$ cat src/rtl/rv32_instr_encoder_if.sv
// Request/response bundle for the RV32I instruction encoder.
// Master drives request fields and consumer ready; slave answers.
interface rv32_instr_encoder_if #(
   parameter int DATA_WIDTH = 32,
   parameter int ERR_CNT_W  = 8
);
   logic                  in_valid_i;
   logic                  in_ready_o;
   logic [2:0]            fmt_i;
   logic [6:0]            opcode_i;
   logic [4:0]            rd_i;
   logic [4:0]            rs1_i;
   logic [4:0]            rs2_i;
   logic [2:0]            funct3_i;
   logic [6:0]            funct7_i;
   logic [DATA_WIDTH-1:0] imm_i;
   logic                  out_valid_o;
   logic                  out_ready_i;
   logic [DATA_WIDTH-1:0] instr_o;
   logic                  err_o;
   logic [ERR_CNT_W-1:0]  err_cnt_o;

   modport master (
      output in_valid_i, fmt_i, opcode_i,
      output rd_i, rs1_i, rs2_i,
      output funct3_i, funct7_i, imm_i,
      output out_ready_i,
      input  in_ready_o, out_valid_o,
      input  instr_o, err_o, err_cnt_o
   );

   modport slave (
      input  in_valid_i, fmt_i, opcode_i,
      input  rd_i, rs1_i, rs2_i,
      input  funct3_i, funct7_i, imm_i,
      input  out_ready_i,
      output in_ready_o, out_valid_o,
      output instr_o, err_o, err_cnt_o
   );
endinterface

$ cat src/rtl/rv32_instr_encoder.sv
// Two-stage RV32I encoder: range check in s1, bit scatter in s2.
// Optional immediate round-trip check: RV32_INSTR_ENCODER_ROUNDTRIP_CHECK_EN.
module rv32_instr_encoder #(
   parameter int DATA_WIDTH = 32,
   parameter int ERR_CNT_W  = 8
) (
   input logic                 clk_i,
   input logic                 rst_i,
   rv32_instr_encoder_if.slave bus
);

   localparam logic [2:0] FMT_I = 3'b000;
   localparam logic [2:0] FMT_S = 3'b001;
   localparam logic [2:0] FMT_B = 3'b010;
   localparam logic [2:0] FMT_J = 3'b011;
   localparam logic [2:0] FMT_U = 3'b100;
   localparam logic [2:0] FMT_R = 3'b101;

   localparam logic [DATA_WIDTH-1:0] NOP =
      DATA_WIDTH'(32'h0000_0013);

   typedef struct packed {
      logic [2:0]            fmt;
      logic [6:0]            op;
      logic [4:0]            rd;
      logic [4:0]            rs1;
      logic [4:0]            rs2;
      logic [2:0]            f3;
      logic [6:0]            f7;
      logic [DATA_WIDTH-1:0] imm;
      logic                  err;
   } s1_t;

   s1_t                   s1_d;
   s1_t                   s1_q;
   logic                  s1_valid;
   logic                  s2_valid;
   logic                  s1_load;
   logic                  s2_load;
   logic                  imm_bad;
   logic                  rt_bad;
   logic                  err_s2;
   logic [DATA_WIDTH-1:0] pack_w;
   logic [DATA_WIDTH-1:0] instr_d;
   logic [DATA_WIDTH-1:0] instr_q;
   logic                  err_q;
   logic [ERR_CNT_W-1:0]  cnt_q;

   assign s2_load = !s2_valid || bus.out_ready_i;
   assign s1_load = !s1_valid || s2_load;

   // Immediate must fit the field the format can carry.
   always_comb begin
      imm_bad = 1'b1;
      unique case (1'b1)
         (bus.fmt_i == FMT_I) || (bus.fmt_i == FMT_S):
            imm_bad = !(&bus.imm_i[31:11] || ~|bus.imm_i[31:11]);
         bus.fmt_i == FMT_B:
            imm_bad = !(&bus.imm_i[31:12] || ~|bus.imm_i[31:12])
                   || bus.imm_i[0];
         bus.fmt_i == FMT_J:
            imm_bad = !(&bus.imm_i[31:20] || ~|bus.imm_i[31:20])
                   || bus.imm_i[0];
         bus.fmt_i == FMT_U:
            imm_bad = |bus.imm_i[11:0];
         bus.fmt_i == FMT_R:
            imm_bad = 1'b0;
         default:
            imm_bad = 1'b1;
      endcase
   end

   always_comb begin
      s1_d     = '0;
      s1_d.fmt = bus.fmt_i;
      s1_d.op  = bus.opcode_i | 7'b000_0011;
      s1_d.rd  = bus.rd_i;
      s1_d.rs1 = bus.rs1_i;
      s1_d.rs2 = bus.rs2_i;
      s1_d.f3  = bus.funct3_i;
      s1_d.f7  = bus.funct7_i;
      s1_d.imm = bus.imm_i;
      s1_d.err = imm_bad;
   end

   always_comb begin
      pack_w = NOP;
      unique case (1'b1)
         s1_q.fmt == FMT_I:
            pack_w = {s1_q.imm[11:0], s1_q.rs1,
                      s1_q.f3, s1_q.rd, s1_q.op};
         s1_q.fmt == FMT_S:
            pack_w = {s1_q.imm[11:5], s1_q.rs2, s1_q.rs1,
                      s1_q.f3, s1_q.imm[4:0], s1_q.op};
         s1_q.fmt == FMT_B:
            pack_w = {s1_q.imm[12], s1_q.imm[10:5],
                      s1_q.rs2, s1_q.rs1, s1_q.f3,
                      s1_q.imm[4:1], s1_q.imm[11], s1_q.op};
         s1_q.fmt == FMT_J:
            pack_w = {s1_q.imm[20], s1_q.imm[10:1],
                      s1_q.imm[11], s1_q.imm[19:12],
                      s1_q.rd, s1_q.op};
         s1_q.fmt == FMT_U:
            pack_w = {s1_q.imm[31:12], s1_q.rd, s1_q.op};
         s1_q.fmt == FMT_R:
            pack_w = {s1_q.f7, s1_q.rs2, s1_q.rs1,
                      s1_q.f3, s1_q.rd, s1_q.op};
         default:
            pack_w = NOP;
      endcase
   end

`ifdef RV32_INSTR_ENCODER_ROUNDTRIP_CHECK_EN
   logic [DATA_WIDTH-1:0] rt_imm;
   logic                  rt_fmt;

   // Re-extract exactly as the immediate generator would.
   always_comb begin
      rt_imm = '0;
      rt_fmt = 1'b1;
      unique case (1'b1)
         s1_q.fmt == FMT_I:
            rt_imm = {{20{pack_w[31]}}, pack_w[31:20]};
         s1_q.fmt == FMT_S:
            rt_imm = {{20{pack_w[31]}}, pack_w[31:25],
                      pack_w[11:7]};
         s1_q.fmt == FMT_B:
            rt_imm = {{19{pack_w[31]}}, pack_w[31], pack_w[7],
                      pack_w[30:25], pack_w[11:8], 1'b0};
         s1_q.fmt == FMT_J:
            rt_imm = {{11{pack_w[31]}}, pack_w[31],
                      pack_w[19:12], pack_w[20],
                      pack_w[30:21], 1'b0};
         s1_q.fmt == FMT_U:
            rt_imm = {pack_w[31:12], 12'b0};
         default:
            rt_fmt = 1'b0;
      endcase
      rt_bad = rt_fmt && !s1_q.err && (rt_imm != s1_q.imm);
   end
`else
   assign rt_bad = 1'b0;
`endif

   assign err_s2  = s1_q.err || rt_bad;
   assign instr_d = err_s2 ? NOP : pack_w;

   always_ff @(posedge clk_i or posedge rst_i) begin
      if (rst_i) begin
         s1_valid <= 1'b0;
         s1_q     <= '0;
      end else if (s1_load) begin
         s1_valid <= bus.in_valid_i;
         if (bus.in_valid_i) s1_q <= s1_d;
      end
   end

   always_ff @(posedge clk_i or posedge rst_i) begin
      if (rst_i) begin
         s2_valid <= 1'b0;
         instr_q  <= '0;
         err_q    <= 1'b0;
      end else if (s2_load) begin
         s2_valid <= s1_valid;
         if (s1_valid) begin
            instr_q <= instr_d;
            err_q   <= err_s2;
         end
      end
   end

   // Count on the output handshake; hold at all-ones.
   always_ff @(posedge clk_i or posedge rst_i) begin
      if (rst_i) begin
         cnt_q <= '0;
      end else if (s2_valid && bus.out_ready_i && err_q
                   && (cnt_q != '1)) begin
         cnt_q <= cnt_q + ERR_CNT_W'(1);
      end
   end

   assign bus.in_ready_o  = s1_load;
   assign bus.out_valid_o = s2_valid;
   assign bus.instr_o     = instr_q;
   assign bus.err_o       = err_q;
   assign bus.err_cnt_o   = cnt_q;

endmodule
$ cat src/flat_wrapper.sv
// flat-port wrapper written by rule: the top's interface ports become plain ports
module rv32_instr_encoder_flat 
#(
   parameter int DATA_WIDTH = 32,
   parameter int ERR_CNT_W  = 8
)
  (clk_i, rst_i, bus_in_valid_i, bus_fmt_i, bus_opcode_i, bus_rd_i, bus_rs1_i, bus_rs2_i, bus_funct3_i, bus_funct7_i, bus_imm_i, bus_out_ready_i, bus_in_ready_o, bus_out_valid_o, bus_instr_o, bus_err_o, bus_err_cnt_o);
  rv32_instr_encoder_if #(.DATA_WIDTH(DATA_WIDTH), .ERR_CNT_W(ERR_CNT_W)) bus_i ();
  input logic clk_i;
  input logic rst_i;
  input wire logic [$bits(bus_i.in_valid_i)-1:0] bus_in_valid_i;
  input wire logic [$bits(bus_i.fmt_i)-1:0] bus_fmt_i;
  input wire logic [$bits(bus_i.opcode_i)-1:0] bus_opcode_i;
  input wire logic [$bits(bus_i.rd_i)-1:0] bus_rd_i;
  input wire logic [$bits(bus_i.rs1_i)-1:0] bus_rs1_i;
  input wire logic [$bits(bus_i.rs2_i)-1:0] bus_rs2_i;
  input wire logic [$bits(bus_i.funct3_i)-1:0] bus_funct3_i;
  input wire logic [$bits(bus_i.funct7_i)-1:0] bus_funct7_i;
  input wire logic [$bits(bus_i.imm_i)-1:0] bus_imm_i;
  input wire logic [$bits(bus_i.out_ready_i)-1:0] bus_out_ready_i;
  output wire logic [$bits(bus_i.in_ready_o)-1:0] bus_in_ready_o;
  output wire logic [$bits(bus_i.out_valid_o)-1:0] bus_out_valid_o;
  output wire logic [$bits(bus_i.instr_o)-1:0] bus_instr_o;
  output wire logic [$bits(bus_i.err_o)-1:0] bus_err_o;
  output wire logic [$bits(bus_i.err_cnt_o)-1:0] bus_err_cnt_o;
  assign bus_i.in_valid_i = bus_in_valid_i;
  assign bus_i.fmt_i = bus_fmt_i;
  assign bus_i.opcode_i = bus_opcode_i;
  assign bus_i.rd_i = bus_rd_i;
  assign bus_i.rs1_i = bus_rs1_i;
  assign bus_i.rs2_i = bus_rs2_i;
  assign bus_i.funct3_i = bus_funct3_i;
  assign bus_i.funct7_i = bus_funct7_i;
  assign bus_i.imm_i = bus_imm_i;
  assign bus_i.out_ready_i = bus_out_ready_i;
  assign bus_in_ready_o = bus_i.in_ready_o;
  assign bus_out_valid_o = bus_i.out_valid_o;
  assign bus_instr_o = bus_i.instr_o;
  assign bus_err_o = bus_i.err_o;
  assign bus_err_cnt_o = bus_i.err_cnt_o;
  rv32_instr_encoder #(.DATA_WIDTH(DATA_WIDTH), .ERR_CNT_W(ERR_CNT_W)) u_core (.clk_i(clk_i), .rst_i(rst_i), .bus(bus_i));
endmodule
$ cat config.mk
export PLATFORM = sky130hd
export DESIGN_NAME = rv32_instr_encoder_flat
export DESIGN_NICKNAME = d
export VERILOG_FILES = /design/src/rtl/rv32_instr_encoder_if.sv /design/src/rtl/rv32_instr_encoder.sv /design/src/flat_wrapper.sv
export SDC_FILE = /design/constraint.sdc
export NUM_CORES = 1
export LEC_CHECK = 0
export CAP_MARGIN = 5
export CORE_ASPECT_RATIO = 1.1
export CORE_MARGIN = 2
export CORE_UTILIZATION = 35
export DETAILED_ROUTE_END_ITERATION = 16
export SYNTH_ARGS = -nofsm -noshare
export SYNTH_HDL_FRONTEND = slang
export SYNTH_SLANG_ARGS = --single-unit
$ cat constraint.sdc
create_clock -name clk_i -period 3.7 [get_ports clk_i]
set_clock_uncertainty 0.2 [all_clocks]
set_input_delay 0.74 -clock clk_i [delete_from_list [all_inputs] [get_ports clk_i]]
set_output_delay 0.74 -clock clk_i [all_outputs]
set_load 0.02 [all_outputs]
# After elaboration in Yosys (flattened, before gate mapping)
# Index checks and enable logic that the tools add are counted.
totals:
  reg_bits: 111
  inputBits: 71
  output_inout_bits: 43
  elab_cells: 59
op_classes:
  addsub: 1
  n_eq_ne: 11
  mux: 3
  reduce_logical: 30
ops:
  columns: ["cell", "n"]
  rows:
  - ["$pmux 32 s6", 1]
  - ["$mux 32", 1]
  - ["$reduce_or 12->1", 2]
  - ["$reduce_and 21->1", 1]
  - ["$reduce_or 21->1", 1]
  - ["$reduce_and 20->1", 1]
  - ["$reduce_or 20->1", 1]
  - ["$eq 3x2->1 const B", 4]
  - ["$eq 3x3->1 const B", 4]
  - ["$reduce_and 12->1", 1]
  - ["$add 8x1->8 const B", 1]
  - ["$logic_not 1->1", 8]
  - ["$logic_or 1x1->1", 8]
  - ["$ne 8x8->1 const B", 1]
  - ["$eq 3x1->1 const B", 2]
  - ["$logic_not 3->1", 2]
  - ["$pmux 1 s5", 1]
  - ["$reduce_and 2->1", 2]
  - ["$logic_and 1x1->1", 3]

# Depth between registers and ports, before layout
# Gate-level depths: netlist of the first run.
logic_depth:
  ltp_word: 6
  mapped_depth: 7
  depth_no_buf: 5

# Worst setup path after synthesis of the first run
# OpenSTA, ideal clock, no wires.
synth_path:
  path_kind: "input-to-reg"
  start: "in bus_out_ready_i"
  end: "reg u_core.s1_q[53] (netlist name)"
  setup_time_ns: 0.127
  t_arrival_ns: 1.896
  required_time_ns: 3.373
  setup_slack_ns: 1.477
  stages: 5
  cell_sequence: "nand3b_1 > nand2_1 > buf_4 > buf_6 > mux2_1"
synth_via:
  elab_chain_len: 3
synth_lines:
  columns: ["element", "line", "rtl"]
  rows:
  - ["start, declared", "flat_wrapper.sv:20", "input wire logic [$bits(bus_i.out_ready_i)-1:0] bus_out_ready_i;"]
  - ["$logic_or 1x1->1", "rv32_instr_encoder.sv:49", "assign s2_load = !s2_valid || bus.out_ready_i;"]
  - ["$logic_or 1x1->1", "rv32_instr_encoder.sv:50", "assign s1_load = !s1_valid || s2_load;"]
  - ["$reduce_and 2->1 (no source line)", null, null]
  - ["end signal, assigned", "rv32_instr_encoder.sv:151", "s1_q <= '0;"]
  - ["end signal, assigned", "rv32_instr_encoder.sv:154", "if (bus.in_valid_i) s1_q <= s1_d;"]
  - ["end, declared", "rv32_instr_encoder.sv:35", "s1_t s1_q;"]
# No other way between the ends.
# A chain may end at the register's enable or synchronous reset.

# Worst setup path in the final report of the first run
layout_path:
  start: "in bus_out_ready_i"
  end: "out bus_in_ready_o"
layout_via:
  elab_chain_len: 2
layout_lines:
  columns: ["element", "line", "rtl"]
  rows:
  - ["$logic_or 1x1->1", "rv32_instr_encoder.sv:49", null]
  - ["$logic_or 1x1->1", "rv32_instr_encoder.sv:50", null]
  - ["end, declared", "flat_wrapper.sv:21", "output wire logic [$bits(bus_i.in_ready_o)-1:0] bus_in_ready_o;"]
# No other way between the ends.

==> results.ini, run 1 <==
[run_status]
run_status = completed

[detailed_routing]
avgViaCountPerCell = 5.27
vias = 3667
route.antenna.remaining_nets = 0
drt-initial-drc-count = 155
dr.pass1.iters = 4
drc = 0
routedWlPerCell_um = 17.4
routed_wl_mm = 12.1

[floorplanning]
initial_core_util = 0.360
rows = 45
dieHeight_um = 129
core_area_sq_um = 13900
io_pins = 114
dieArea_sq_um = 15300
die-width_um = 118

[placement]
routabilityCongestion = 0.783
hpwl_mm = 8.73
port_buffers = 111
placed_cells = 680

[yosys]
ys_warn_count = 0
synth_top_area_frac = 0.544
synth.largest_area_cell = dfrtp_1
synth_top_flop_cell = dfrtp_1
synth_nets = 474
synth-edff-count = 0
yosys-top-cells-area = dfrtp_1 54%, mux2_2 13%, a22o_1 4.9%
async_flop_share = 1.00
yosysMostFrequentCell = dfrtp_1
synth-seq-cells = 109
synth_common_cells = 109 x dfrtp_1, 60 x mux2_2, 28 x a22o_1
yosysSeqAreaShare = 0.544
syn_area_sq_um = 5010
syn_avg_cell_area_sq_um = 12.5
ys_types = 41
synthCells = 402

[critical_path]
cp_max_fo = 4
setup.worst_path.class = in2out
start_kind = input pin
crit_end = bus_in_ready_o
cp.arrival_ns = 2.06
rrSetupSlack_ns = 1.56
end_kind = output port
worstPathRequired_ns = 2.76
r2r-end = u_core.bus.instr_o[7]$_DFFE_PP0P_
r2r-start = u_core.s1_q[65]$_DFFE_PP0P_
crit_start = bus_out_ready_i
reg2reg_depth = 5

[clocking]
hold_buffers = 0
cts_buffers = 9
cts-root-buf = clkbuf_16
cts_setup_buffers = 0
clock_latency_ns = 0.34
path_clk_slew_ns = 0.07
cts_resized = 0
clockBufferDepth = 2
cts_tree = built
htree_levels = 3
cts.sinks = 109

[sta]
max_freq_ghz = 0.334
slew_viol_final = 0
tns_ns = 0
finalSetupViolCount = 0
slew_headroom = 0.472
hold_slack_ns = 0.250
fin_crit_ns = 3.00
rsz0062_at_grt = false
timing.final.crit_share = 0.810
hold_viol_final = 0
worst_pin_slew_ns = 0.792

[pwr]
cellLeakagePower_nw = 2.65
peakVddDrop_mv = 0.227
p_per_area_nw_per_um2 = 516
fin_total_pwr_mw = 3.38

[finish]
fin_cells = 696
nets = 575
nFillCells = 1306
area_growth_pct = 31.0
layout-drive-gt1-share = 0.173
fin_util = 0.472
diodes = 0

[grt]
antenna_found_initial = 0
grt_use_total = 0.160
grt_max_degree = 87
grt_pass1_vias = 3674
grt-ovfl-total = 0
grt_pass1_wl_mm = 19.4

[flow_run]
cap_violations = 0

[worst_hold_path]
hold_path_class = reg2reg

worst max-delay path, cell delays in order:
cell and delay (ns):
clkdlybuf4s50_1 0.49, nand3b_1 0.19, clkdlybuf4s50_1 0.63
through the flow:
stage,area [sq um],setup WS [ns]
2_1_floorplan,5010,1.44
3_3_place_gp,6280,0.699
3_5_place_dp,6280,0.688
4_1_cts,6560,0.686
5_1_grt,6560,0.643
6_report,6560,0.702
registers in the layout, indices dropped and copies added (netlist names):
| name | flops |
|---|---|
| u_core.bus.err_cnt_o | 8 |
| u_core.bus.err_o | 1 |
| u_core.bus.instr_o | 31 |
| u_core.bus.out_valid_o | 1 |
| u_core.err_s2 | 1 |
| u_core.s1_q | 66 |
| u_core.s1_valid | 1 |
placed cells by master (no fill, tap or decap), types with 4 or more instances in the layout:
| master | n |
|---|---|
| nor3_1 | 4 |
| buf_4 | 6 |
| o21ai_0 | 4 |
| a221oi_1 | 7 |
| nor4_1 | 6 |
| nand4_1 | 7 |
| o2bb2ai_1 | 6 |
| dfrtp_1 | 109 |
| a22oi_1 | 10 |
| a21oi_1 | 21 |
| a31oi_1 | 6 |
| xnor2_1 | 6 |
| o21ai_1 | 4 |
| clkbuf_16 | 9 |
| a311oi_1 | 5 |
| and3_1 | 5 |
| mux2_2 | 60 |
| mux2i_1 | 10 |
| mux2_1 | 11 |
| nand3_1 | 6 |
| nand2_1 | 18 |
| nor2_1 | 7 |
| clkdlybuf4s50_1 | 111 |
| nor2b_1 | 6 |
| a22o_1 | 28 |
final cells by class:
type,instances,area [sq um],area share
Inverter,6,26.3,0.00400
Clock buffer,12,246,0.0376
Tap cell,188,235,0.0358
Multi-Input combinational cell,258,2100,0.320
Clock inverter,4,32.5,0.00496
Timing Repair Buffer,119,1200,0.182
Sequential cell,109,2730,0.416
worst min path at each step:
stage,start,cells past startpoint,slack [ns],end
6_report,u_core.s1_q[59]$_DFFE_PP0P_,2,0.25,u_core.s1_q[59]$_DFFE_PP0P_
5_1_grt,u_core.s1_q[59]$_DFFE_PP0P_,2,0.29,u_core.s1_q[59]$_DFFE_PP0P_
4_1_cts,u_core.s1_q[59]$_DFFE_PP0P_,2,0.25,u_core.s1_q[59]$_DFFE_PP0P_
3_5_place_dp,u_core.s1_q[59]$_DFFE_PP0P_,2,0.24,u_core.s1_q[59]$_DFFE_PP0P_
3_3_place_gp,u_core.s1_q[59]$_DFFE_PP0P_,2,0.23,u_core.s1_q[59]$_DFFE_PP0P_
2_1_floorplan,u_core.s1_q[59]$_DFFE_PP0P_,2,0.21,u_core.s1_q[59]$_DFFE_PP0P_
metal layers:
metal,up-vias,track usage,share of wire
li1,1719,-,-
met1,1845,0.204,0.45
met2,87,0.272,0.49
met3,16,0.0326,0.035
met4,0,0.0574,0.021
met5,-,0,0
kinds of logic after synthesis:
logic type                 Yosys count  share of synthesized area
xor gates and xnor gates             7                     0.0122
muxes                               82                      0.183
adders and majority gates            1                    0.00250
buffers and inverters               35                     0.0389
and+or+nand+nor                     68                     0.0702
DFF                                109                      0.544
AOI/OAI and AO/OA                  100                      0.149
power by group:
| part | switching, mW | internal, mW |
|---|---|---|
| logic | 0.432 | 0.486 |
| registers | 0.169 | 1.38 |
| clock network | 0.435 | 0.480 |
| total | 1.04 | 2.35 |
Power figures use the tool's default switching activity.
==> run 2, diff against run 1 <==
==> constraint.sdc (replaced) <==
create_clock -name clk_i -period 3 [get_ports clk_i]
set_clock_uncertainty 0.2 [all_clocks]
set_input_delay 0.6 -clock clk_i [delete_from_list [all_inputs] [get_ports clk_i]]
set_output_delay 0.6 -clock clk_i [all_outputs]
set_load 0.02 [all_outputs]
==> run 2 against run 1 <==
Compared with the run above: global-route usage increased by 0.44 points; worst hold slack better by 0.011 ns; largest power group unchanged; cell count grew 0.43%.
==> results.ini, run 2 (synthesis results as in run 1) <==
[run_status]
run_status = completed

[critical_path]
setup.worst_path.class = in2out
cp_max_fo = 4
worst_path_max_delay_cell = clkdlybuf4s50_1
r2r-start = u_core.s1_q[66]$_DFFE_PP0P_
crit_path_frequent_cell = clkdlybuf4s50_1
rrSetupSlack_ns = 0.85
start_kind = input pin
worstPathCellList = clkdlybuf4s50_1 > nand3b_1 > clkdlybuf4s50_1
cp.arrival_ns = 1.91
r2r-end = u_core.bus.instr_o[9]$_DFFE_PP0P_
max_stage_delay_ns = 0.63
end_kind = output port
worstPathRequired_ns = 2.20
reg2reg_depth = 5

[sta]
tns_ns = 0
hold_viol_final = 0
timing.final.crit_share = 0.905
finalSetupViolCount = 0
slew_viol_final = 0
slew_headroom = 0.400
rsz0062_at_grt = false
max_freq_ghz = 0.368
worst_pin_slew_ns = 0.900
fin_crit_ns = 2.71

[worst_hold_path]
worstHoldStart = u_core.s1_q[59]$_DFFE_PP0P_
whs_path_depth = 2
hold_path_class = reg2reg
hold_end = u_core.s1_q[59]$_DFFE_PP0P_

[pwr]
p_int_mw = 2.90
clock_power_share = 0.273
cellLeakagePower_nw = 2.68
peakVddDrop_mv = 0.289
p_per_area_nw_per_um2 = 637
power_frac_comb = 0.272
seq_power_share = 0.455
switching_share = 0.309
fin_total_pwr_mw = 4.20
p_switching_mw = 1.30

[finish]
final_common_cell = clkdlybuf4s50_1
diodes = 0
largest_reg_flops = 66
nFillCells = 1310
layout-drive-gt1-share = 0.182
area_growth_pct = 31.8
nets = 578
regMostFlops = u_core.s1_q
most-common-layout-cells = 111 x clkdlybuf4s50_1, 109 x dfrtp_1, 60 x mux2_2

[grt]
grt_max_degree = 49
antenna_found_initial = 0
grt-ovfl-total = 0
grt_pass1_vias = 3677
grt_pass1_wl_mm = 19.7
grt_use_total = 0.165

[detailed_routing]
vias = 3675
route.antenna.remaining_nets = 0
drt-initial-drc-count = 197
routed_wl_mm = 12.3
drc = 0
dr.pass1.iters = 5
routedWlPerCell_um = 17.6
avgViaCountPerCell = 5.26

[clocking]
path_clk_slew_ns = 0.07
clockBufferDepth = 2
cts-root-buf = clkbuf_16
htree_levels = 3
hold_buffers = 0
cts_tree = built
clock_latency_ns = 0.34
cts_setup_buffers = 0
cts_buffers = 9
cts_resized = 0
cts.sinks = 109

[placement]
port_buffers = 111
hpwl_mm = 8.91
routabilityCongestion = 0.779

[floorplanning]
initial_core_util = 0.360
rows = 45
dieArea_sq_um = 15300
io_pins = 114
dieHeight_um = 129
core_area_sq_um = 13900
die-width_um = 118

[flow_run]
cap_violations = 0

run 2: how the worst max path moves through the flow:
stage / to / slack, ns / cells past startpoint / from
final: bus_in_ready_o / 0.29 / 3 / bus_out_ready_i
after global routing: bus_in_ready_o / 0.26 / 3 / bus_out_ready_i
after CTS: bus_in_ready_o / 0.27 / 3 / bus_out_ready_i
after detailed placement: bus_in_ready_o / 0.27 / 3 / bus_out_ready_i
after global placement: bus_in_ready_o / 0.28 / 3 / bus_out_ready_i
after floorplan: u_core.bus.err_cnt_o[0]$_DFFE_PP0P_ / 0.88 / 1 / rst_i
run 2: critical path: cells and delay by family:
kind | cells | cell delay [ns]
buf+inv | 2 | 1.12
simple gates | 1 | 0.19
run 2: stage by stage:
step,std cells,worst slack (ns),cell area [sq um],utilization,hold WS [ns]
after floorplan,402,0.885,5010,-,0.215
after global placement,683,0.280,6320,0.454,0.228
after CTS,699,0.270,6610,0.475,0.260
after detailed placement,683,0.275,6320,0.454,0.243
final,699,0.286,6610,0.475,0.261
after global routing,699,0.260,6610,0.475,0.275
run 2: area by class of cell:
cell class / instances / area (sq um) / area share
clock buffers: 10 / 239 / 0.0362
clock inverters: 6 / 47.5 / 0.00720
inverters: 6 / 26.3 / 0.00398
multi-input cells: 258 / 2100 / 0.318
flip-flops and latches: 109 / 2730 / 0.413
well taps: 188 / 235 / 0.0356
repair buffers: 122 / 1230 / 0.186
run 2: power by group through the flow:
| stage | clock, mW | sequential (mW) | combinational [mW] |
|---|---|---|---|
| finish | 1.15 | 1.91 | 1.15 |
| floorplan | 0 | 1.99 | 0.611 |
| global placement | 0 | 1.93 | 1.13 |
| detailed placement | 0 | 1.94 | 1.15 |
| global route | 1.24 | 1.95 | 1.24 |
| CTS | 1.18 | 1.91 | 1.16 |
run 2: routing by layer:
layer / track usage / wire, um / vias to the layer above
met3: 0.0348 / 511 / 15
met5: 0 / 0 / -
met1: 0.207 / 5390 / 1832
met4: 0.0673 / 239 / 0
li1: - / - / 1730
met2: 0.277 / 6150 / 98
==> run 3, diff against run 2 <==
--- a/config.mk
+++ b/config.mk
@@ -5,11 +5,13 @@
 export SDC_FILE = /design/constraint.sdc
 export NUM_CORES = 1
 export LEC_CHECK = 0
+export ABC_AREA = 1
 export CAP_MARGIN = 5
 export CORE_ASPECT_RATIO = 1.1
 export CORE_MARGIN = 2
 export CORE_UTILIZATION = 35
 export DETAILED_ROUTE_END_ITERATION = 16
+export SKIP_LAST_GASP = 1
 export SYNTH_ARGS = -nofsm -noshare
 export SYNTH_HDL_FRONTEND = slang
 export SYNTH_SLANG_ARGS = --single-unit
==> run 3 against run 2 <==
Compared with the run above: flip-flop and latch count stayed put; maximum frequency is 2.1% higher; cell count is 26% higher; critical path depth is 1 higher; global-route usage is 1.8 points higher; sequential power is 4% lower; via count is 14% higher; area after synthesis is 4.5% lower; combinational power is 17% lower; critical path type unchanged; largest power group unchanged.
==> results.ini, run 3 <==
[pwr]
seq_power_share = 0.451
switching_share = 0.297
p_int_mw = 2.88
p_per_area_nw_per_um2 = 635
p_switching_mw = 1.22
power_frac_comb = 0.235
cellLeakagePower_nw = 3.10
clock_power_share = 0.315
peakVddDrop_mv = 0.311

[floorplanning]
die-width_um = 115
dieArea_sq_um = 14600
io_pins = 114
initial_core_util = 0.361
dieHeight_um = 127
rows = 44
core_area_sq_um = 13300

[clocking]
path_clk_slew_ns = 0.07
htree_levels = 3
cts_buffers = 9
hold_buffers = 0
clockBufferDepth = 2
cts.sinks = 109
cts_setup_buffers = 0
cts-root-buf = clkbuf_16
cts_tree = built
cts_resized = 0
clock_latency_ns = 0.35

[detailed_routing]
drt-initial-drc-count = 308
dr.pass1.iters = 5
vias = 4173
drc = 0
routedWlPerCell_um = 14.4
avgViaCountPerCell = 4.74
route.antenna.remaining_nets = 0
routed_wl_mm = 12.6

[sta]
rsz0062_at_grt = false
tns_ns = 0
fin_crit_ns = 2.66
timing.final.crit_share = 0.887
worst_pin_slew_ns = 0.593
max_freq_ghz = 0.376
finalSetupViolCount = 0
hold_viol_final = 0
slew_headroom = 0.605
hold_slack_ns = 0.267
slew_viol_final = 0

[yosys]
synth.largest_area_cell = dfrtp_1
synth_top_flop_cell = dfrtp_1
synth_common_cells = 263 x nand2_1, 109 x dfrtp_1, 44 x nor2_1
ys_warn_count = 0
synth-edff-count = 0
yosysSeqAreaShare = 0.570
synth_nets = 654
synth_top_area_frac = 0.570
synth-seq-cells = 109
syn_avg_cell_area_sq_um = 8.22
ys_types = 30
yosysMostFrequentCell = nand2_1
synthCells = 582
yosys-top-cells-area = dfrtp_1 57%, nand2_1 21%, o21ai_0 4.1%
async_flop_share = 1.00
syn_area_sq_um = 4780

[placement]
placed_cells = 864
hpwl_mm = 9.05
placement.cell_area_sq_um = 6120
port_buffers = 111
routabilityCongestion = 0.859

[critical_path]
critical-path-top-delay-family = buffers and inverters
start_kind = input pin
worst_path_max_delay_cell = clkdlybuf4s50_1
worstPathCellList = clkdlybuf4s50_1 > inv_1 > nand3_1 > clkdlybuf4s50_1
end_kind = output port
worstPathRequired_ns = 2.20
cp_max_fo = 3
max_stage_delay_ns = 0.63
timing.critical_path.buf_inv = 3
setup.worst_path.class = in2out
cp.arrival_ns = 1.86
crit_path_frequent_cell = clkdlybuf4s50_1

[finish]
seqCellArea_sq_um = 2730
nets = 763
most-common-layout-cells = 263 x nand2_1, 111 x clkdlybuf4s50_1, 109 x dfrtp_1
final_area_sq_um = 6450
area_growth_pct = 34.8
nFillCells = 1287
regMostFlops = u_core.s1_q
diodes = 0
multi_input_area_sq_um = 1830
layout-drive-gt1-share = 0.0431
final_common_cell = nand2_1
fin_cells = 880
largest_reg_flops = 66

[grt]
grt-ovfl-total = 0
grt_pass1_vias = 4233
grt_use_total = 0.183
grt_max_degree = 110
grt_pass1_wl_mm = 21.0
antenna_found_initial = 0

[run_status]
run_status = completed

[worst_hold_path]
hold_path_class = reg2reg

[flow_run]
cap_violations = 0

run 3: metal layers:
metal	track usage	up-vias	wire [um]
li1	-	2058	-
met4	0.0624	0	210
met5	0	-	0
met3	0.0301	13	543
met2	0.299	108	6110
met1	0.245	1994	5770
run 3: power by group through the flow:
stage / clock [mW] / sequential [mW] / combinational [mW]
finish: 1.29 / 1.84 / 0.960
global route: 1.37 / 1.87 / 1.07
CTS: 1.32 / 1.85 / 0.973
detailed placement: 0 / 1.87 / 0.967
global placement: 0 / 1.86 / 0.952
floorplan: 0 / 1.94 / 0.440
run 3: worst paths after layout:
kind / start / endpoint / slack, ns / cells after the start
max: bus_out_ready_i / bus_in_ready_o / 0.34 / 4
max reg2reg: u_core.bus.err_cnt_o[1]$_DFFE_PP0P_ / u_core.bus.err_cnt_o[5]$_DFFE_PP0P_ / 1.19 / 9
min in group asynchronous: rst_i / u_core.s1_q[61]$_DFFE_PP0P_ / 0.57 / 3
max in group asynchronous: rst_i / u_core.bus.out_valid_o$_DFFE_PP0P_ / 1.56 / 3
min: u_core.s1_q[59]$_DFFE_PP0P_ / u_core.s1_q[59]$_DFFE_PP0P_ / 0.27 / 2
min reg2reg: u_core.s1_q[59]$_DFFE_PP0P_ / u_core.s1_q[59]$_DFFE_PP0P_ / 0.27 / 2
run 3: logic make-up after synthesis:
family / Yosys count / share of synthesized area
AO/OA/AOI/OAI: 75 / 0.0955
XOR/XNOR: 7 / 0.0128
flip-flops: 109 / 0.570
adder cells (fa/ha/maj): 1 / 0.00261
buffers and inverters: 58 / 0.0473
AND/OR/NAND/NOR: 332 / 0.272
run 3: layout make-up:
type | count | share of cell area
sequential | 109 | 0.423
clock buffer | 12 | 0.0398
tap | 184 | 0.0357
clock inverter | 4 | 0.0109
inverter | 38 | 0.0227
multi-input combinational | 415 | 0.284
timing repair buffer | 118 | 0.184
run 3: worst register-to-register path: stages, from the launching register on:
cell and delay (ns):
dfrtp_1 0.40, ha_1 0.20, nand3_1 0.08, nor2_1 0.14
nand3_1 0.08, nand2_1 0.14, inv_1 0.13, nand2_1 0.13
nor2_1 0.07, xor2_1 0.13
run 3: metrics by stage:
stage	util	power [mW]	setup WS, ns
5_1_grt	0.486	4.31	0.303
3_3_place_gp	0.462	2.82	0.354
6_report	0.486	4.09	0.340
3_5_place_dp	0.462	2.84	0.344
2_1_floorplan	-	2.38	0.885
4_1_cts	0.486	4.14	0.340
